## src/rtl/divisor_pkg.sv

```systemverilog
// Shared CPU definitions for the iterative divider.
// The control unit imports these to mirror the divide latency.
package divisor_pkg;

    localparam int DIV_DATA_W = 32;
    localparam int DIV_ITER   = 32;
    localparam int DIV_CNT_W  = 6;

    typedef enum logic [1:0] {
        DIV_IDLE = 2'd0,
        DIV_RUN  = 2'd1,
        DIV_SIGN = 2'd2,
        DIV_DONE = 2'd3
    } div_state_e;

endpackage

```

## src/rtl/divisor.sv

```systemverilog
// Signed restoring divider with MIPS div semantics.
// Quotient truncates toward zero; remainder takes the dividend's sign.
module divisor
    import divisor_pkg::*;
#(
    parameter int DATA_W = DIV_DATA_W,
    parameter int ITER   = DIV_ITER
) (
    input  logic              clk,
    input  logic              reset,
    input  logic              Div_control,
    input  logic [DATA_W-1:0] A,
    input  logic [DATA_W-1:0] B,
    output logic [DATA_W-1:0] Div_Hi,
    output logic [DATA_W-1:0] Div_Lo,
    output logic              Div_done,
    output logic              Div_zero
);

    div_state_e state_q, state_d;

    logic [DIV_CNT_W-1:0] cnt_q, cnt_d;
    logic [DATA_W:0]      rem_q, rem_d;
    logic [DATA_W-1:0]    quot_q, quot_d;
    logic [DATA_W-1:0]    bmag_q, bmag_d;
    logic                 sa_q, sa_d;
    logic                 sb_q, sb_d;
    logic [DATA_W-1:0]    hi_q, hi_d;
    logic [DATA_W-1:0]    lo_q, lo_d;
    logic                 zero_q, zero_d;

    logic [DATA_W-1:0] a_mag;
    logic [DATA_W-1:0] b_mag;
    logic [DATA_W:0]   shifted;
    logic [DATA_W+1:0] diff;
    logic [DATA_W-1:0] rem_low;

    // 0x80000000 negates to itself, which is the right unsigned magnitude.
    assign a_mag = A[DATA_W-1] ? -A : A;
    assign b_mag = B[DATA_W-1] ? -B : B;

    // One restoring step: shift {rem,quot} left, trial-subtract |B|.
    assign shifted = {rem_q[DATA_W-1:0], quot_q[DATA_W-1]};
    assign diff    = {1'b0, shifted} - {2'b00, bmag_q};
    assign rem_low = rem_q[DATA_W-1:0];

    // Next-state and datapath update for the divide sequence.
    always_comb begin
        state_d = state_q;
        cnt_d   = cnt_q;
        rem_d   = rem_q;
        quot_d  = quot_q;
        bmag_d  = bmag_q;
        sa_d    = sa_q;
        sb_d    = sb_q;
        hi_d    = hi_q;
        lo_d    = lo_q;
        zero_d  = zero_q;
        unique case (state_q)
            DIV_IDLE: begin
                if (Div_control) begin
                    if (B == '0) begin
                        zero_d  = 1'b1;
                        state_d = DIV_DONE;
                    end else begin
                        quot_d  = a_mag;
                        bmag_d  = b_mag;
                        sa_d    = A[DATA_W-1];
                        sb_d    = B[DATA_W-1];
                        rem_d   = '0;
                        cnt_d   = '0;
                        zero_d  = 1'b0;
                        state_d = DIV_RUN;
                    end
                end
            end
            DIV_RUN: begin
                if (!diff[DATA_W+1]) begin
                    rem_d  = diff[DATA_W:0];
                    quot_d = {quot_q[DATA_W-2:0], 1'b1};
                end else begin
                    rem_d  = shifted;
                    quot_d = {quot_q[DATA_W-2:0], 1'b0};
                end
                if (cnt_q == DIV_CNT_W'(ITER - 1)) begin
                    cnt_d   = '0;
                    state_d = DIV_SIGN;
                end else begin
                    cnt_d = cnt_q + DIV_CNT_W'(1);
                end
            end
            DIV_SIGN: begin
                lo_d    = (sa_q ^ sb_q) ? -quot_q : quot_q;
                hi_d    = sa_q ? -rem_low : rem_low;
                state_d = DIV_DONE;
            end
            DIV_DONE: begin
                state_d = DIV_IDLE;
            end
            default: begin
                state_d = DIV_IDLE;
            end
        endcase
    end

    // State and working registers; reset abandons any operation.
    always_ff @(posedge clk or negedge reset) begin
        if (!reset) begin
            state_q <= DIV_IDLE;
            cnt_q   <= '0;
            rem_q   <= '0;
            quot_q  <= '0;
            bmag_q  <= '0;
            sa_q    <= 1'b0;
            sb_q    <= 1'b0;
            hi_q    <= '0;
            lo_q    <= '0;
            zero_q  <= 1'b0;
        end else begin
            state_q <= state_d;
            cnt_q   <= cnt_d;
            rem_q   <= rem_d;
            quot_q  <= quot_d;
            bmag_q  <= bmag_d;
            sa_q    <= sa_d;
            sb_q    <= sb_d;
            hi_q    <= hi_d;
            lo_q    <= lo_d;
            zero_q  <= zero_d;
        end
    end

    assign Div_Hi   = hi_q;
    assign Div_Lo   = lo_q;
    assign Div_zero = zero_q;
    assign Div_done = (state_q == DIV_DONE);

endmodule

```

## config.mk

```make
export PLATFORM = sky130hd
export DESIGN_NAME = divisor
export DESIGN_NICKNAME = d
export VERILOG_FILES = /design/src/rtl/divisor_pkg.sv /design/src/rtl/divisor.sv
export SDC_FILE = /design/constraint.sdc
export NUM_CORES = 1
export LEC_CHECK = 0
export ABC_AREA = 1
export CORE_MARGIN = 5
export CORE_UTILIZATION = 35
export DETAILED_ROUTE_END_ITERATION = 16
export PLACE_DENSITY = 0.59
export SLEW_MARGIN = 40
export SYNTH_ARGS = -nofsm -noshare
export SYNTH_HDL_FRONTEND = slang
export SYNTH_SLANG_ARGS = --single-unit
export TNS_END_PERCENT = 100
```

## constraint.sdc

```tcl
create_clock -name clk -period 4.8 [get_ports clk]
set_input_delay 0.48 -clock clk [delete_from_list [all_inputs] [get_ports clk]]
set_output_delay 0.48 -clock clk [all_outputs]
set_load 0.02 [all_outputs]
```

After elaboration in Yosys (flattened, before gate mapping)

Cells that the tools add are included.

Input port bits: 67
Output and inout port bits: 66
Flip-flop bits (word level): 171
Word-level logic and storage cells: 53

Reductions and logical operators: 7
Bitwise gates (word level): 2
Mux-type cells: 21
$add $sub $neg: 6
Equality and inequality tests: 7

Operators by type and width:

| operator                                                               | count |
|---|---|
| 32-bit 2-to-1 mux                                                      | 9 |
| 32-bit negator                                                         | 4 |
| 32-bit one-hot mux with 2 select lines                                 | 2 |
| 33-bit by 32-bit subtractor with 34-bit output                         | 1 |
| 32-bit zero test                                                       | 1 |
| 6-bit 2-to-1 mux                                                       | 3 |
| 6-bit one-hot mux with 2 select lines                                  | 1 |
| 2-bit one-hot mux with 4 select lines                                  | 1 |
| 6-bit by 1-bit adder with 6-bit output (second input constant)         | 1 |
| 6-bit by 5-bit equality test with 1-bit output (second input constant) | 1 |
| 2-bit 2-to-1 mux                                                       | 3 |
| 2-bit inequality test (second input constant)                          | 3 |
| 3-bit AND reduction                                                    | 2 |
| 2-bit equality test (second input constant)                            | 2 |
| 2-bit AND reduction                                                    | 2 |
| 2-bit by 1-bit equality test with 1-bit output (second input constant) | 1 |
| 2-bit zero test                                                        | 1 |
| 1-bit 2-to-1 mux                                                       | 2 |
| 2-bit nonzero test                                                     | 1 |
| 1-bit NOT                                                              | 1 |
| 1-bit bitwise XOR                                                      | 1 |

Logic depth before layout (Yosys ltp)

Gate-level depths: netlist of the first run.

Depth in word-level cells: 5
Gate-level depth with buffers: 17
Depth with buffers taken out: 16

Worst setup path after synthesis of the first run

No wires, ideal clock.

Path type: reg-to-reg
Start point: reg quot_q[31]
End point: reg rem_q[16]
Data arrival time: 1.920 ns
Data required time: 4.683 ns
Period minus slack after synthesis: 2.037 ns
Path slack: 2.763 ns
Buffers on the path: 0
Stages on the path, launching flop included: 14
Setup time: 0.117 ns
Cells stage by stage: dfrtp_1 -> inv_1 -> ha_1 -> inv_1 -> fa_1 -> nand3_1 -> nand3_1 -> nand2_1 -> nand2_1 -> a21oi_1 -> xor2_1 -> nand2_1 -> nand3_1 -> nand2_1

Word-level cells in the longest chain between the ends: 3

RTL lines:

| item                                           | line           | source |
|---|---|---|
| start: declaration                             | divisor.sv:24  | `logic [DATA_W-1:0] quot_q, quot_d;` |
| start signal: assignment                       | divisor.sv:123 | `quot_q <= quot_d;` |
| 33-bit by 32-bit subtractor with 34-bit output | divisor.sv:44  | `assign diff = {1'b0, shifted} - {2'b00, bmag_q};` |
| 32-bit 2-to-1 mux                              | divisor.sv:78  | `if (!diff[DATA_W+1]) begin` |
| 32-bit one-hot mux with 2 select lines         | divisor.sv:59  | `unique case (state_q)` |
| end signal: assignment                         | divisor.sv:122 | `rem_q <= rem_d;` |
| end: declaration                               | divisor.sv:23  | `logic [DATA_W:0] rem_q, rem_d;` |

No other way between the ends.
A chain may end at the register's enable or synchronous reset.

Final worst setup path of the first run

Start point: reg sa_q
End point: reg lo_q[17] (netlist: Div_Lo[17])

Word-level cells in the longest chain between the ends: 2

RTL lines:

| item                     | line           | source |
|---|---|---|
| start: declaration       | divisor.sv:26  | `logic sa_q, sa_d;` |
| start signal: assignment | divisor.sv:114 | `sa_q <= 1'b0;` |
| start signal: assignment | divisor.sv:125 | `sa_q <= sa_d;` |
| 1-bit bitwise XOR        | divisor.sv:93  | `lo_d = (sa_q ^ sb_q) ? -quot_q : quot_q;` |
| 32-bit 2-to-1 mux        | divisor.sv:93  |  |
| end signal: assignment   | divisor.sv:128 | `lo_q <= lo_d;` |
| end: declaration         | divisor.sv:29  | `logic [DATA_W-1:0] lo_q, lo_d;` |

No other way between the ends.

==> results of run 1 <==
-- worst paths after layout --
| kind | from | to | slack [ns] |
|---|---|---|---|
| hold / removal | reset | cnt_q[4] | 0.06 |
| hold reg to reg | Div_Hi[29] | Div_Hi[29] | 0.48 |
| max in group asynchronous | reset | Div_Hi[29] | 3.60 |
| setup / recovery | sa_q | Div_Lo[17] | 1.53 |
| setup reg to reg | sa_q | Div_Lo[17] | 1.53 |
| min in group clk | Div_Hi[29] | Div_Hi[29] | 0.48 |
-- stage by stage --
step                      hold WS (ns)  utilization, %  std cells  power (W)
final                           0.0637            41.5       2701     0.0117
after CTS                        0.135            41.5       2701     0.0117
after detailed placement         0.467            40.0       2670     0.0103
after global routing             0.145            41.5       2701     0.0128
after floorplan                  0.184               -       2081    0.00799
after global placement           0.466            40.0       2670     0.0102
-- cell families after synthesis --
group	count (synthesis)	share of synthesized area, %
xor+xnor	74	4.88
flops	171	32.2
buf+inv	356	10.6
simple gates	1212	38.6
mux	1	0.0848
compound gates	224	9.51
fa+ha+maj	43	4.11
-- final cells by class --
cell class                      count  area (sq um)  area share (%)
Timing Repair Buffer              142          1400            8.99
Sequential cell                   171          4280            27.5
Multi-Input combinational cell   1554          7600            48.8
Clock buffer                       18           429            2.75
Inverter                          292          1100            7.07
Tap cell                          511           639            4.10
Clock inverter                     13           131           0.843
-- placed cells by master, fill, tap and decap left out, drive strengths merged, types with 19 or more instances in the layout --
cell type,count
xor2,58
clkbuf,19
ha,42
nand4,32
nor3,25
clkdlybuf4s50,131
nor2,201
a21oi,37
o211ai,21
nand2,693
dfrtp,171
o21ai,131
inv,297
nand3,229
-- sequential cells by signal (all words and copies together), names as in the netlist --
| signal | cells |
|---|---|
| state_q | 2 |
| bmag_q | 32 |
| sa_q | 1 |
| quot_q | 32 |
| Div_Hi | 32 |
| Div_zero | 1 |
| Div_Lo | 32 |
| sb_q | 1 |
| rem_q | 32 |
| cnt_q | 6 |
-- power by group through the flow --
stage	clock network (W)	registers [W]	logic (W)
floorplan	0	0.00288	0.00511
global placement	0	0.00283	0.00742
detailed placement	0	0.00285	0.00747
CTS	0.00137	0.00283	0.00750
global route	0.00144	0.00293	0.00846
finish	0.00134	0.00286	0.00751
-- per-layer routing --
layer	vias to the layer above	share of wire (%)	track usage [%]
li1	6825	-	-
met1	6148	52	31.4
met2	329	41	29.2
met3	35	5.5	3.12
met4	0	1.3	4.19
met5	-	0	0
==> out/results.txt, run 1 <==
status - finished clean
DP Worst Slack - 1.22 ns
Clk Tree Root Cell - clkbuf_16
Hold/Removal Path Class - primary input to asynchronous set/reset pin
core area - 37600 sq um
DRC violations left - 0
Tmin final - 3.27 ns
CTS tree - done
Cell Pwr Density - 752 nW/um^2
arrival time at the worst endpoint - 3.56 ns
Longest Clk Path Bufs - 2
post-CTS setup buffer count - 0
Nets - 2288
worst vdd rail ir drop - 315 uV
Pint - 0.00544 W
Final Hold Vio Count - 0
Async SR Flop Fraction - 100%
maximum clock rate - 306 MHz
Worst path slowest cell - clkinv_1
Leakage - 7.89 nW
total of max-cap violations - 0
critical path, cell by cell - buf_4 > inv_1 > nand2_1 > nand2_1 > clkinv_1 > nand2_1 > xor2_1 > o21ai_0
worst slew pin tran - 0.762 ns
area post-placement - 15000 sq um
share of cells above drive strength 1 - 3.52%
Synth Instances - 2081
Post-synth EDFFs - 0
final period utilization - 68.1%
Ant. Diodes - 0
Post-Syn Area - 13300 sq um
total CTS buffers - 17
htree depth - 4
post-cts resize count - 0
Clk pin slew, worst setup/hold paths - 0.08 ns
initial antenna violation count - 0
CP most frequent cell - nand2_1
worst setup path class - register to register
Largest stage delay, worst path - 0.78 ns
Clk Latency, worst-skew pair - 0.44 ns
switching share of total power - 53.5%
port bufs - 132
post-synth top area cell - dfrtp_1
sequential power share - 24.4%
Clk network pwr share - 11.5%
flop and latch count out of synthesis - 171
Crit path depth - 8
CTS Hold Bufs - 0
vias post-DR - 13300
Die Y - 205 um
DR WL/cell - 15.7 um
syn_nets - 2191
Area Growth Syn to Fin - 17.3%
Initial DRT Pass Iterations - 5
vias in the first global route - 12500
Rows - 71
Ys Warns - 0
post-detail-place hpwl - 33700 um
Worst slew margin - 49.2%
setup TNS - 0 ns
total grt overflow - 0
antenna viol nets, final - 0
Worst Setup Start Kind - register
Routed WL - 42400 um
CP required - 5.09 ns
global-route wire length before repair - 67600 um
Sink Count - 171
Syn Area/Cell - 6.38 sq um
Final Slew Violations - 0
Psw - 0.00627 W
Initial Util - 35.3%
endpoints failing setup - 0
area share of the largest cell type after synthesis - 32.2%
depth of the most critical reg-to-reg path - 8
sequential share of the synthesized area - 32.2%
largest net degree at the start of global routing - 90
setup ws final - 1.53 ns
Fillers - 4025
Critical Path Fanout Max - 30
vias per cell - 4.94
Die Width - 205 um
RSZ-0062 raised after global routing - no
worst path bufs/invs - 3
Synth top cells by count - nand2_1 (689), inv_1 (285), nand3_1 (226), nor2_1 (195), dfrtp_1 (171)
Crit. End Element - register
CP top delay family - buffers and inverters
Primary FF master, synth - dfrtp_1
Comb pwr share - 64.1%
Worst Skew - 0.0138 ns
die area - 41900 sq um
Iteration-0 DRC Markers - 1029
Ports - 133
most frequent cell after synthesis - nand2_1
GPL Wtd Cong - 0.884
library cells used by synthesis - 48
largest cells by area after synthesis - dfrtp_1 (32%), nand2_1 (19%), nand3_1 (8.5%)
GRT Util Overall - 20.1%
Final Cell Area - 15600 sq um
(Power assumes the default switching activity.)
==> run 2, diff against run 1 <==
==> constraint.sdc (replaced) <==
create_clock -name clk -period 3.4 [get_ports clk]
set_input_delay 0.34 -clock clk [delete_from_list [all_inputs] [get_ports clk]]
set_output_delay 0.34 -clock clk [all_outputs]
set_load 0.02 [all_outputs]
==> out/results.txt, run 2 (same netlist as run 1, synthesis figures left out) <==
met2 Track Usage GR - 29.8% (+0.64 points)
global-route wire length before repair - 67900 um (+0.51%)
Initial DRT Pass Iterations - 5 (unchanged)
Rows - 71 (unchanged)
hold_ws - 0.468 ns (+0.405 ns)
met3 Use GR - 2.80% (-0.32 points)
Worst path slowest cell - dfrtp_1
most frequent cells in the layout - nand2_1 (689), inv_1 (285), nand3_1 (226), nor2_1 (195), dfrtp_1 (171)
setup TNS - 0 ns (unchanged)
Cell Pwr Density - 1060 nW/um^2 (+41%)
post-CTS setup buffer count - 0 (unchanged)
Crit. End Element - register
Worst slew margin - 46.1% (-3.0 points)
Top Usage Layer GRT - met1
Nets - 2298 (+0.44%)
GRT Util Overall - 20.0% (-0.064 points)
Clk Tree Root Cell - clkbuf_16
Die Y - 205 um (unchanged)
Die Width - 205 um (unchanged)
Final Slew Violations - 0 (unchanged)
total grt overflow - 0 (unchanged)
vias post-DR - 13200 (-0.85%)
worst vdd rail ir drop - 370 uV (+17%)
share of cells above drive strength 1 - 4.00% (+0.48 points)
Clk Latency, worst-skew pair - 0.45 ns (about the same)
worst slew pin tran - 0.808 ns (+0.0454 ns)
core area - 37600 sq um (unchanged)
initial antenna violation count - 1 (+1)
endpoints failing setup - 0 (unchanged)
post-detail-place hpwl - 32700 um (-2.8%)
Final Hold Vio Count - 0 (unchanged)
Ant. Diodes - 0 (unchanged)
Iteration-0 DRC Markers - 972 (-5.5%)
total CTS buffers - 17 (unchanged)
Routed WL - 41200 um (-2.9%)
M1 GR Usage - 30.9% (-0.48 points)
Largest stage delay, worst path - 0.48 ns (-0.30 ns)
Leakage - 7.99 nW (+1.2%)
vias in the first global route - 12600 (+1.1%)
CP required - 3.73 ns (-1.36 ns)
GPL Wtd Cong - 0.872 (-1.3%)
Clk pin slew, worst setup/hold paths - 0.08 ns (about the same)
CP most frequent cell - nand2_1
DRC violations left - 0 (unchanged)
final period utilization - 75.6% (+7.5 points)
Worst Setup Start Kind - register
Longest Clk Path Bufs - 2 (unchanged)
total of max-cap violations - 0 (unchanged)
largest net degree at the start of global routing - 82 (-8.9%)
htree depth - 4 (unchanged)
antenna viol nets, final - 0 (unchanged)
Worst Skew - 0.0112 ns (-0.00261 ns)
maximum clock rate - 389 MHz (+27%)
Critical Path Fanout Max - 28 (-6.7%)
die area - 41900 sq um (unchanged)
critical path, cell by cell - ha_1 > nand2_1 > inv_1 > nand2_1 > nand2_1 > inv_1 > nand3_2 > nand2_1 > nand2_2 > nand2_4 > buf_4 > nand3_1 > nand2_1 > inv_1 > nand2_1 > nand2_1
Sink Count - 171 (unchanged)
arrival time at the worst endpoint - 2.91 ns (-0.65 ns)
worst reg-to-reg setup slack - 0.83 ns (-0.70 ns)
Initial Util - 35.3% (unchanged)
Tmin final - 2.57 ns (-0.698 ns)
RSZ-0062 raised after global routing - no
depth of the most critical reg-to-reg path - 16 (+8)
reg2reg end - rem_q[30]
vias per cell - 4.88 (-1.3%)
DR WL/cell - 15.2 um (-3.3%)
worst setup path class - register to register
Area Growth Syn to Fin - 18.6%
Reg-to-Reg Start - rem_q[6]
most common cell after layout, fill and taps aside - nand2_1
Ports - 133 (unchanged)
status - finished clean
port bufs - 132 (unchanged)
Hold/Removal Path Class - primary input to asynchronous set/reset pin
CTS tree - done
## run 2: cell count changes in the layout (fill, tap and decap cells not counted)
cell and change:
clkinv_4 +1, buf_4 +7, inv_12 +1, clkinv_8 +2
clkinvlp_4 -3, buf_12 +2, clkbuf_1 -1, bufinv_16 +1
dlygate4sd3_1 +1
## run 2: layer usage
layer | vias to the layer above | routed length (um)
met3 | 34 | 2200
met1 | 5998 | 21200
met4 | 0 | 546
met5 | - | 0
li1 | 6845 | -
met2 | 346 | 17200
## run 2: timing repair
item	4_1_cts	5_1_grt
resized for setup	0	0
endpoints found under the hold margin	46	0
hold buffers	1	0
## run 2: worst max path at each step
stage	from	endpoint	slack (ns)
4_1_cts	rem_q[6]	rem_q[30]	0.84
3_5_place_dp	B[0]	quot_q[30]	0.71
3_3_place_gp	B[0]	quot_q[20]	0.70
2_1_floorplan	quot_q[31]	rem_q[16]	1.36
6_report	rem_q[6]	rem_q[30]	0.83
5_1_grt	rem_q[7]	rem_q[26]	0.55
## run 2: stage by stage
step	util [%]	setup WS [ns]	area, sq um	total power [W]	std cells
3_5_place_dp	40.2	0.706	15100	0.0146	2679
3_3_place_gp	40.2	0.703	15100	0.0145	2679
5_1_grt	41.9	0.548	15700	0.0184	2712
2_1_floorplan	-	1.36	13300	0.0113	2081
6_report	41.9	0.829	15700	0.0167	2712
4_1_cts	41.9	0.844	15700	0.0167	2712
## run 2: worst max-delay path, delay by kind of cell, from the launching register on
family                     cells  cell delay, ns
and+or+nand+nor               11            1.10
DFF                            1            0.48
buffers and inverters          4            0.48
adders and majority gates      1            0.40
## run 2: where the power goes
part | internal [W] | total [W] | switching (W) | leakage, nW
Clock | 0.00107 | 0.00209 | 0.00102 | 0.299
Combinational | 0.00381 | 0.0107 | 0.00684 | 5.56
Sequential | 0.00299 | 0.00397 | 0.000983 | 2.13
## run 2: layout make-up
class | count | area, sq um
Sequential cell | 171 | 4280
Multi-Input combinational cell | 1554 | 7600
Timing Repair Buffer | 152 | 1500
Clock buffer | 17 | 425
Clock inverter | 15 | 196
Inverter | 292 | 1100
Fill cell | 3989 | 21800
Tap cell | 511 | 639
==> run 3, diff against run 2 <==
==> constraint.sdc (replaced) <==
create_clock -name clk -period 2.7 [get_ports clk]
set_input_delay 0.27 -clock clk [delete_from_list [all_inputs] [get_ports clk]]
set_output_delay 0.27 -clock clk [all_outputs]
set_load 0.02 [all_outputs]
==> out/results.txt, run 3 (same netlist as run 1, synthesis figures left out) <==
post-layout util - 42.2% (+0.28 points)
Rows - 71 (unchanged)
post-detail-place hpwl - 33200 um (+1.4%)
Initial Util - 35.3% (unchanged)
die area - 41900 sq um (unchanged)
Critical Path Fanout Max - 27 (-3.6%)
worst slew pin tran - 0.752 ns (-0.0561 ns)
GRT Util Overall - 19.7% (-0.35 points)
maximum clock rate - 404 MHz (+3.9%)
global-route wire length before repair - 66900 um (-1.5%)
worst setup path class - register to register
Ports - 133 (unchanged)
Die Width - 205 um (unchanged)
area post-placement - 15300 sq um (+0.93%)
Nets - 2315 (+0.74%)
post-CTS setup buffer count - 0 (unchanged)
Clk pin slew, worst setup/hold paths - 0.08 ns (about the same)
Sink Count - 171 (unchanged)
GPL Wtd Cong - 0.908 (+4.1%)
Worst Setup Start Kind - register
endpoints failing setup - 0 (unchanged)
Die Y - 205 um (unchanged)
DRC violations left - 0 (unchanged)
vias post-DR - 13400 (+1.0%)
Initial DRT Pass Iterations - 5 (unchanged)
Clk Latency, worst-skew pair - 0.44 ns (about the same)
port bufs - 132 (unchanged)
core area - 37600 sq um (unchanged)
initial antenna violation count - 0 (-1)
share of cells above drive strength 1 - 4.78% (+0.78 points)
total grt overflow - 0 (unchanged)
DP Worst Slack - -0.0636 ns (-0.769 ns)
Final Cell Area - 15900 sq um (+0.66%)
Routed WL - 41400 um (+0.54%)
total of max-cap violations - 0 (unchanged)
vias per cell - 4.89 (+0.38%)
setup ws final - 0.225 ns (-0.603 ns)
largest net degree at the start of global routing - 82 (unchanged)
status - finished clean
Clk Tree Root Cell - clkbuf_16
Final Slew Violations - 0 (unchanged)
arrival time at the worst endpoint - 2.77 ns (-0.14 ns)
Ant. Diodes - 0 (unchanged)
Worst slew margin - 49.9% (+3.7 points)
htree depth - 4 (unchanged)
Cell Pwr Density - 1320 nW/um^2 (+25%)
worst vdd rail ir drop - 460 uV (+24%)
CTS tree - done
Tmin final - 2.47 ns (-0.0965 ns)
Hold/Removal Path Class - primary input to asynchronous set/reset pin
Final Hold Vio Count - 0 (unchanged)
RSZ-0062 raised after global routing - no
Worst Skew - 0.0148 ns (+0.00360 ns)
Leakage - 8.06 nW (+0.94%)
depth of the most critical reg-to-reg path - 13 (-3)
final period utilization - 91.7% (+16 points)
Longest Clk Path Bufs - 2 (unchanged)
DR WL/cell - 15.2 um (about the same)
Iteration-0 DRC Markers - 965 (-0.72%)
total CTS buffers - 17 (unchanged)
vias in the first global route - 12600 (-0.32%)
most common cell after layout, fill and taps aside - nand2_1
Crit. End Element - register
hold_ws - 0.369 ns (-0.0993 ns)
most frequent cells in the layout - nand2_1 (689), inv_1 (285), nand3_1 (225), nor2_1 (195), dfrtp_1 (171)
CP required - 3.00 ns (-0.73 ns)
Area Growth Syn to Fin - 19.4%
antenna viol nets, final - 0 (unchanged)
[run 3: per-layer routing]
metal / global-route usage [%] / up-vias / routed length (um)
met5: 0 / - / 0
met4: 3.64 / 0 / 399
met3: 2.53 / 20 / 2050
met2: 29.8 / 314 / 17600
met1: 30.2 / 6126 / 21300
li1: - / 6897 / -
[run 3: report_power, final]
part | internal, W | total (W) | leakage, nW | switching (W)
Clock | 0.00123 | 0.00244 | 0.280 | 0.00121
Combinational | 0.00492 | 0.0135 | 5.65 | 0.00863
Sequential | 0.00377 | 0.00500 | 2.13 | 0.00123
Total | 0.00992 | 0.0210 | 8.06 | 0.0111
[run 3: final cells by class]
cell class                      count  area (sq um)
Fill cell                        3989         21700
Clock buffer                       17           425
Inverter                          292          1100
Timing Repair Buffer              169          1640
Sequential cell                   171          4280
Tap cell                          511           639
Clock inverter                     15           154
Multi-Input combinational cell   1554          7610
[run 3: per-stage QoR]
stage,instances,power (W),TNS (ns)
global placement,2696,0.0183,-0.197
detailed placement,2696,0.0185,-0.405
floorplan,2081,0.0142,0
global route,2729,0.0231,0
finish,2729,0.0210,0
CTS,2729,0.0210,0
[run 3: timing repair]
action / 4_1_cts / 5_1_grt
setup endpoints to repair: 0 / 3
hold buffers: 1 / 0
resized for setup: 0 / 2
hold endpoints to repair: 57 / 0
[run 3: worst paths after layout]
path	start	to	slack, ns
worst min-delay path	reset	state_q[0]	0.37
worst min register to register	Div_Hi[31]	Div_Hi[31]	0.48
max in group asynchronous	reset	bmag_q[29]	1.55
worst max register to register	rem_q[7]	rem_q[2]	0.23
worst max-delay path	rem_q[7]	rem_q[2]	0.23
min in group clk	B[0]	bmag_q[0]	0.44
[run 3: worst max-delay path, stage by stage, from the launching register on]
cell     delay, ns
dfrtp_1       0.46
ha_1          0.42
nand2_1       0.13
nor2_2        0.21
nand3_1       0.12
nand3_2       0.13
nand2_1       0.09
nand2_2       0.09
nand2_4       0.07
nand2_2       0.17
buf_12        0.19
nand2_1       0.09
nand3_1       0.07
o21ai_0       0.08
